[src/rtl/ram_sp_arbiter.sv]
`default_nettype none
// +-----------------------------------------------------------------------------+
// | ram_sp_arbiter: one single-port RAM shared by fetch and load/store ports.     |
// | Revision: 1.0                                                                 |
// +-----------------------------------------------------------------------------+
module ram_sp_arbiter #(
    parameter int AW           = 32,
    parameter int DW           = 32,
    parameter int RAM_AW       = 10,
    parameter int STARVE_LIMIT = 4
) (
    input  logic              clk,
    input  logic              rstn,
    input  logic              ifu_req,
    input  logic [AW-1:0]     ifu_addr,
    output logic              ifu_gnt,
    output logic              ifu_rvalid,
    output logic [DW-1:0]     ifu_rdata,
    input  logic              lsu_req,
    input  logic              lsu_we,
    input  logic [3:0]        lsu_be,
    input  logic [AW-1:0]     lsu_addr,
    input  logic [DW-1:0]     lsu_wdata,
    output logic              lsu_gnt,
    output logic              lsu_rvalid,
    output logic [DW-1:0]     lsu_rdata,
    output logic              ram_en,
    output logic [3:0]        ram_we,
    output logic [RAM_AW-1:0] ram_addr,
    output logic [DW-1:0]     ram_wdata,
    input  logic [DW-1:0]     ram_rdata
);

    localparam int            CW    = $clog2(STARVE_LIMIT + 1);
    localparam logic [CW-1:0] LIMIT = CW'(STARVE_LIMIT);

    typedef enum logic [1:0] {
        OWN_NONE   = 2'd0,
        OWN_IFU    = 2'd1,
        OWN_LSU_RD = 2'd2,
        OWN_LSU_WR = 2'd3
    } owner_t;

    owner_t        resp_owner;
    logic [CW-1:0] starve_cnt;
    logic          force_ifu;
    logic          unused_addr_bits;

    // Fetch overrides the LSU only once it has been denied STARVE_LIMIT cycles in a row.
    assign force_ifu = ifu_req && (starve_cnt >= LIMIT);
    assign lsu_gnt   = lsu_req && !force_ifu;
    assign ifu_gnt   = ifu_req && !lsu_gnt;

    assign ram_en    = ifu_gnt | lsu_gnt;
    assign ram_we    = (lsu_gnt && lsu_we) ? lsu_be : 4'b0000;
    assign ram_addr  = lsu_gnt ? lsu_addr[RAM_AW+1:2] : ifu_addr[RAM_AW+1:2];
    assign ram_wdata = lsu_wdata;

    assign unused_addr_bits = ^{ifu_addr[AW-1:RAM_AW+2], ifu_addr[1:0],
                                lsu_addr[AW-1:RAM_AW+2], lsu_addr[1:0]};

    always_ff @(posedge clk or negedge rstn) begin
        if (!rstn) begin
            resp_owner <= OWN_NONE;
            ifu_rvalid <= 1'b0;
            lsu_rvalid <= 1'b0;
            starve_cnt <= '0;
        end else begin
            if (lsu_gnt) begin
                resp_owner <= lsu_we ? OWN_LSU_WR : OWN_LSU_RD;
            end else if (ifu_gnt) begin
                resp_owner <= OWN_IFU;
            end else begin
                resp_owner <= OWN_NONE;
            end
            ifu_rvalid <= ifu_gnt;
            lsu_rvalid <= lsu_gnt;

            if (!ifu_req || ifu_gnt) begin
                starve_cnt <= '0;
            end else if (starve_cnt < LIMIT) begin
                starve_cnt <= starve_cnt + 1'b1;
            end
        end
    end

    // RAM data is live in the response cycle; steer it to the owner, zero elsewhere.
    assign ifu_rdata = (resp_owner == OWN_IFU)    ? ram_rdata : '0;
    assign lsu_rdata = (resp_owner == OWN_LSU_RD) ? ram_rdata : '0;

endmodule
`default_nettype wire

[config.mk]
export PLATFORM = sky130hd
export DESIGN_NAME = ram_sp_arbiter
export DESIGN_NICKNAME = d
export VERILOG_FILES = /design/src/rtl/ram_sp_arbiter.sv
export SDC_FILE = /design/constraint.sdc
export NUM_CORES = 1
export LEC_CHECK = 0
export ABC_AREA = 1
export CAP_MARGIN = 25
export CORE_AREA = 2 2 97 99
export DETAILED_ROUTE_END_ITERATION = 8
export DIE_AREA = 0 0 99 101
export HOLD_SLACK_MARGIN = 0.02
export SLEW_MARGIN = 20
export SYNTH_ARGS = -nofsm -noshare
export SYNTH_HDL_FRONTEND = slang
export SYNTH_SLANG_ARGS = --single-unit
[constraint.sdc]
create_clock -name clk -period 1.1 [get_ports clk]
set_clock_uncertainty 0.05 [all_clocks]
set_input_delay 0.22 -clock clk [delete_from_list [all_inputs] [get_ports clk]]
set_output_delay 0.22 -clock clk [all_outputs]
set_load 0.05 [all_outputs]
==> results list <==
- The flow ran to the end, but the final reports show violations.
* Violated checks: negative setup slack
- Synthesis inferred 6 register bits.
- Entering global routing, the biggest net connects 19 pins.
- Post-synth EDFFs: 0
- Post-Syn Nets: 339
* Kind of start point of the critical path: flip-flop
- For this design, the CTS-stage hold fixing added 0 buffers.
* Number of slew-limit violations in the final report: 0
- In this run the tightest slew margin relative to its limit is 0.796.
- At the pin with the least slew margin, the transition time is between 0.3 and 0.4 ns.
* Post-Synthesis Cell Area: around 1100 µm²
- Number of antenna violations at the first check in global routing: 0
- Adder and majority gate portion of the synthesized area: 0.0114
- Worst Path Required: ~0.83 ns
* Worst Hold Class: in -> async
- Number of hold-slack violations in the final timing report: 0
- Clock network latency to the later pin of the worst-skew pair: about 0.22 ns
- In the routed layout, each cell is associated on average with a via count of roughly 3.8.
* Effective utilization at floorplan: 0.122
- After synthesis, the share of cell area in mux cells is 0.
* Final period util: 1.48
- Post-synthesis cell type count: 11
- Largest fanout of any net on the critical path: 18
* Setup WS pre-CTS: -0.585 ns
- The longest clock path from root to sink contains 2 buffers.
- The worst setup path is captured at a primary output.
- The worst register-to-register path has a depth of 6.
* Gate count after technology mapping: approximately 200
* Reg2reg start: starve_cnt[2]
- VDD IR max: about 0.00031 V
- TritonCTS built the clock tree.
- In the global route stage, met2 resource usage came out at 0.189.
- The setup path with the least slack is of type reg -> out.
* Mean routed wirelength per cell: between 10 and 15 µm
- In this run the power density over the cells is approximately 630 nW/µm².
- The first global-routing pass estimated 8290 µm of wire.
- For this run, global-route usage on met3 was measured as 0.0368.
- Fraction of the mapped netlist area in simple logic gates: 0.416
- Setup repair after global routing could not meet its margin everywhere.
- Tot GR Track Use: 0.101
- Synthesis-to-finish area growth: 292%
- The number of global-route vias before repair came to about 1,800.
- For this run, the number of Yosys warnings is 0.
- Clock-pin slew was measured on the worst setup and hold paths at approximately 0.04 ns.
* Post-detailed-route count of antenna-violating nets: 0
- Congestion Overflow GR: 0
- Final weighted congestion of routability-driven global placement: 0.734
- Sequential area share after synthesis: 0.137
* Y dimension of the die: 101 µm
* GRT Max-Usage Layer: met2
- In this run the number of H-tree levels came out at 1.
- The worst register-to-register path ends at ifu_rvalid.
* Root Buffer: clkbuf_8
* Number of design rule violations left after detail routing: 0
- HPWL after DPL: 4600 µm
- In the synthesized netlist the dominant register cell turns out to be dfrtp_1.
- Top post-synthesis cells by area: buf_4, nor2_1, inv_1
* Area taken by flip-flops and latches: 151 µm²
- Adding up every negative setup slack in the final design gives -38.70 ns.
- Share of the synthesized area in the top cell type: 0.227
- Final count of negative-setup-slack endpoints: between 80 and 90
* Filler instances: between 800 and 900
* Count of port buffers added during placement: about 140
- Cell accounting for the most synthesized area: buf_4
- For this block, the routed nets add up to about 5200 µm of wire.
* Global routing met1 resource utilization: 0.109
* Peak clock frequency supported by timing: between 600 and 700 MHz
* Sink Count: 6
* Area of combinational cells with multiple inputs: 1400 µm²
- Average cell area after synthesis: 5.44 µm²
- For the worst setup path, the data arrival time is 1.36 ns.
* Final #Nets: 472
- The die covers around 10000 µm².
- The tool flagged a number of max-cap violations equal to 0.
- DRC marker count from the first detailed-route iteration: 7
- Across all register-to-register paths, the minimum setup slack is -0.10 ns.
* Clock buffer count from CTS: 3
- Number of antenna cells inserted: 0
* Min setup slack post-route: -0.533 ns
- The design draws around 2.7 mW.
- Core Rows: 35
- Area of the placeable core: 8980 µm²
- Main combinational cell family by area after synthesis: buffers and inverters
- Post-synthesis compound-gate area fraction: 0
* Cell with the most instances after synthesis: nor2_1
- Clock period minus final worst setup slack: roughly 1.6 ns
- Detailed-route via count: between 1,500 and 2,000
- Leak: roughly 1.8 nW
- Iteration count of the initial detailed-routing pass: 4
- Of the cells placed in the final design, the portion with a size suffix greater than 1 is 0.670.
- For this run, asynchronously set or reset flops after synthesis account for 1.00.
* Xor/xnor share of the synthesized area: 0
- Die W: roughly 100 µm
- Leading cell types by count after synthesis: nor2_1, inv_1, buf_4
* Number of placed I/O pins: 252
-- timing repair --
item,4_1_cts,5_1_grt
gates cloned,0,1
setup buffers,4,2
hold endpoints to repair,0,0
pin swaps,10,4
gates resized for setup,60,27
endpoints found under the setup margin,86,85
-- layout by cell type, fill, tap and decap left out, drive strengths merged --
| cell type | instances |
|---|---|
| nand2 | 26 |
| buf | 109 |
| dlygate4sd2 | 2 |
| clkinvlp | 2 |
| clkdlybuf4s50 | 58 |
| inv | 40 |
| dfrtp | 6 |
| nor2 | 71 |
| clkbuf | 5 |
| or2 | 1 |
| nand3 | 12 |
| ha | 1 |
-- per-stage QoR --
| step | hold WS, ns | instance area [µm²] | cells | utilization |
|---|---|---|---|---|
| after floorplan | -0.126 | 1940 | 201 | - |
| after global placement | 0.371 | 3820 | 435 | 0.426 |
| after detailed placement | 0.381 | 3820 | 435 | 0.426 |
| after CTS | 0.201 | 4140 | 443 | 0.462 |
| after global routing | 0.214 | 4290 | 444 | 0.478 |
| final | 0.190 | 4290 | 444 | 0.478 |
-- worst max-delay path by stage --
stage                     startpoint  slack [ns]            end  cells after the start
after floorplan           lsu_rvalid       -0.52   lsu_rdata[0]                      5
after global placement       lsu_req       -0.58    ram_addr[6]                      5
after detailed placement     lsu_req       -0.59    ram_addr[3]                      5
after CTS                 lsu_rvalid       -0.54   lsu_rdata[0]                      5
after global routing      lsu_rvalid       -0.59  lsu_rdata[10]                      5
final                     lsu_rvalid       -0.53   lsu_rdata[0]                      5
-- cells by family after synthesis --
logic type / count (synthesis)
fa+ha+maj: 1
buf+inv: 84
simple gates: 110
flops: 6
-- report_power, final --
part	leakage (nW)	switching, mW	internal (mW)	total, mW
Clock	0.0228	0.0939	0.249	0.343
Combinational	1.67	1.16	0.972	2.13
Sequential	0.0763	0.00589	0.232	0.238
-- metal layers --
metal,part of all wire,wire (µm)
met5,0,0
met1,0.35,1830
met3,0.12,625
met4,0.0040,21
met2,0.52,2730
-- state kept, by name, summed over array words and instances (netlist names) --
name,count
ifu_rvalid,1
resp_owner,1
starve_cnt,3
lsu_rvalid,1
-- final cells by class --
class                   instances  share of cell area
repair buffers                170               0.557
clock buffers                   4              0.0105
multi-input cells             111               0.327
flip-flops and latches          6              0.0353
inverters                      42              0.0385
well taps                     111              0.0324
-- critical path, cell delays in order, from the launching register on --
cell and delay, ns:
dfrtp_2 0.35, inv_2 0.05, or2_4 0.25, buf_12 0.19
nor2_4 0.12, buf_6 0.16
No activity file was read; power rests on OpenSTA's default activity.
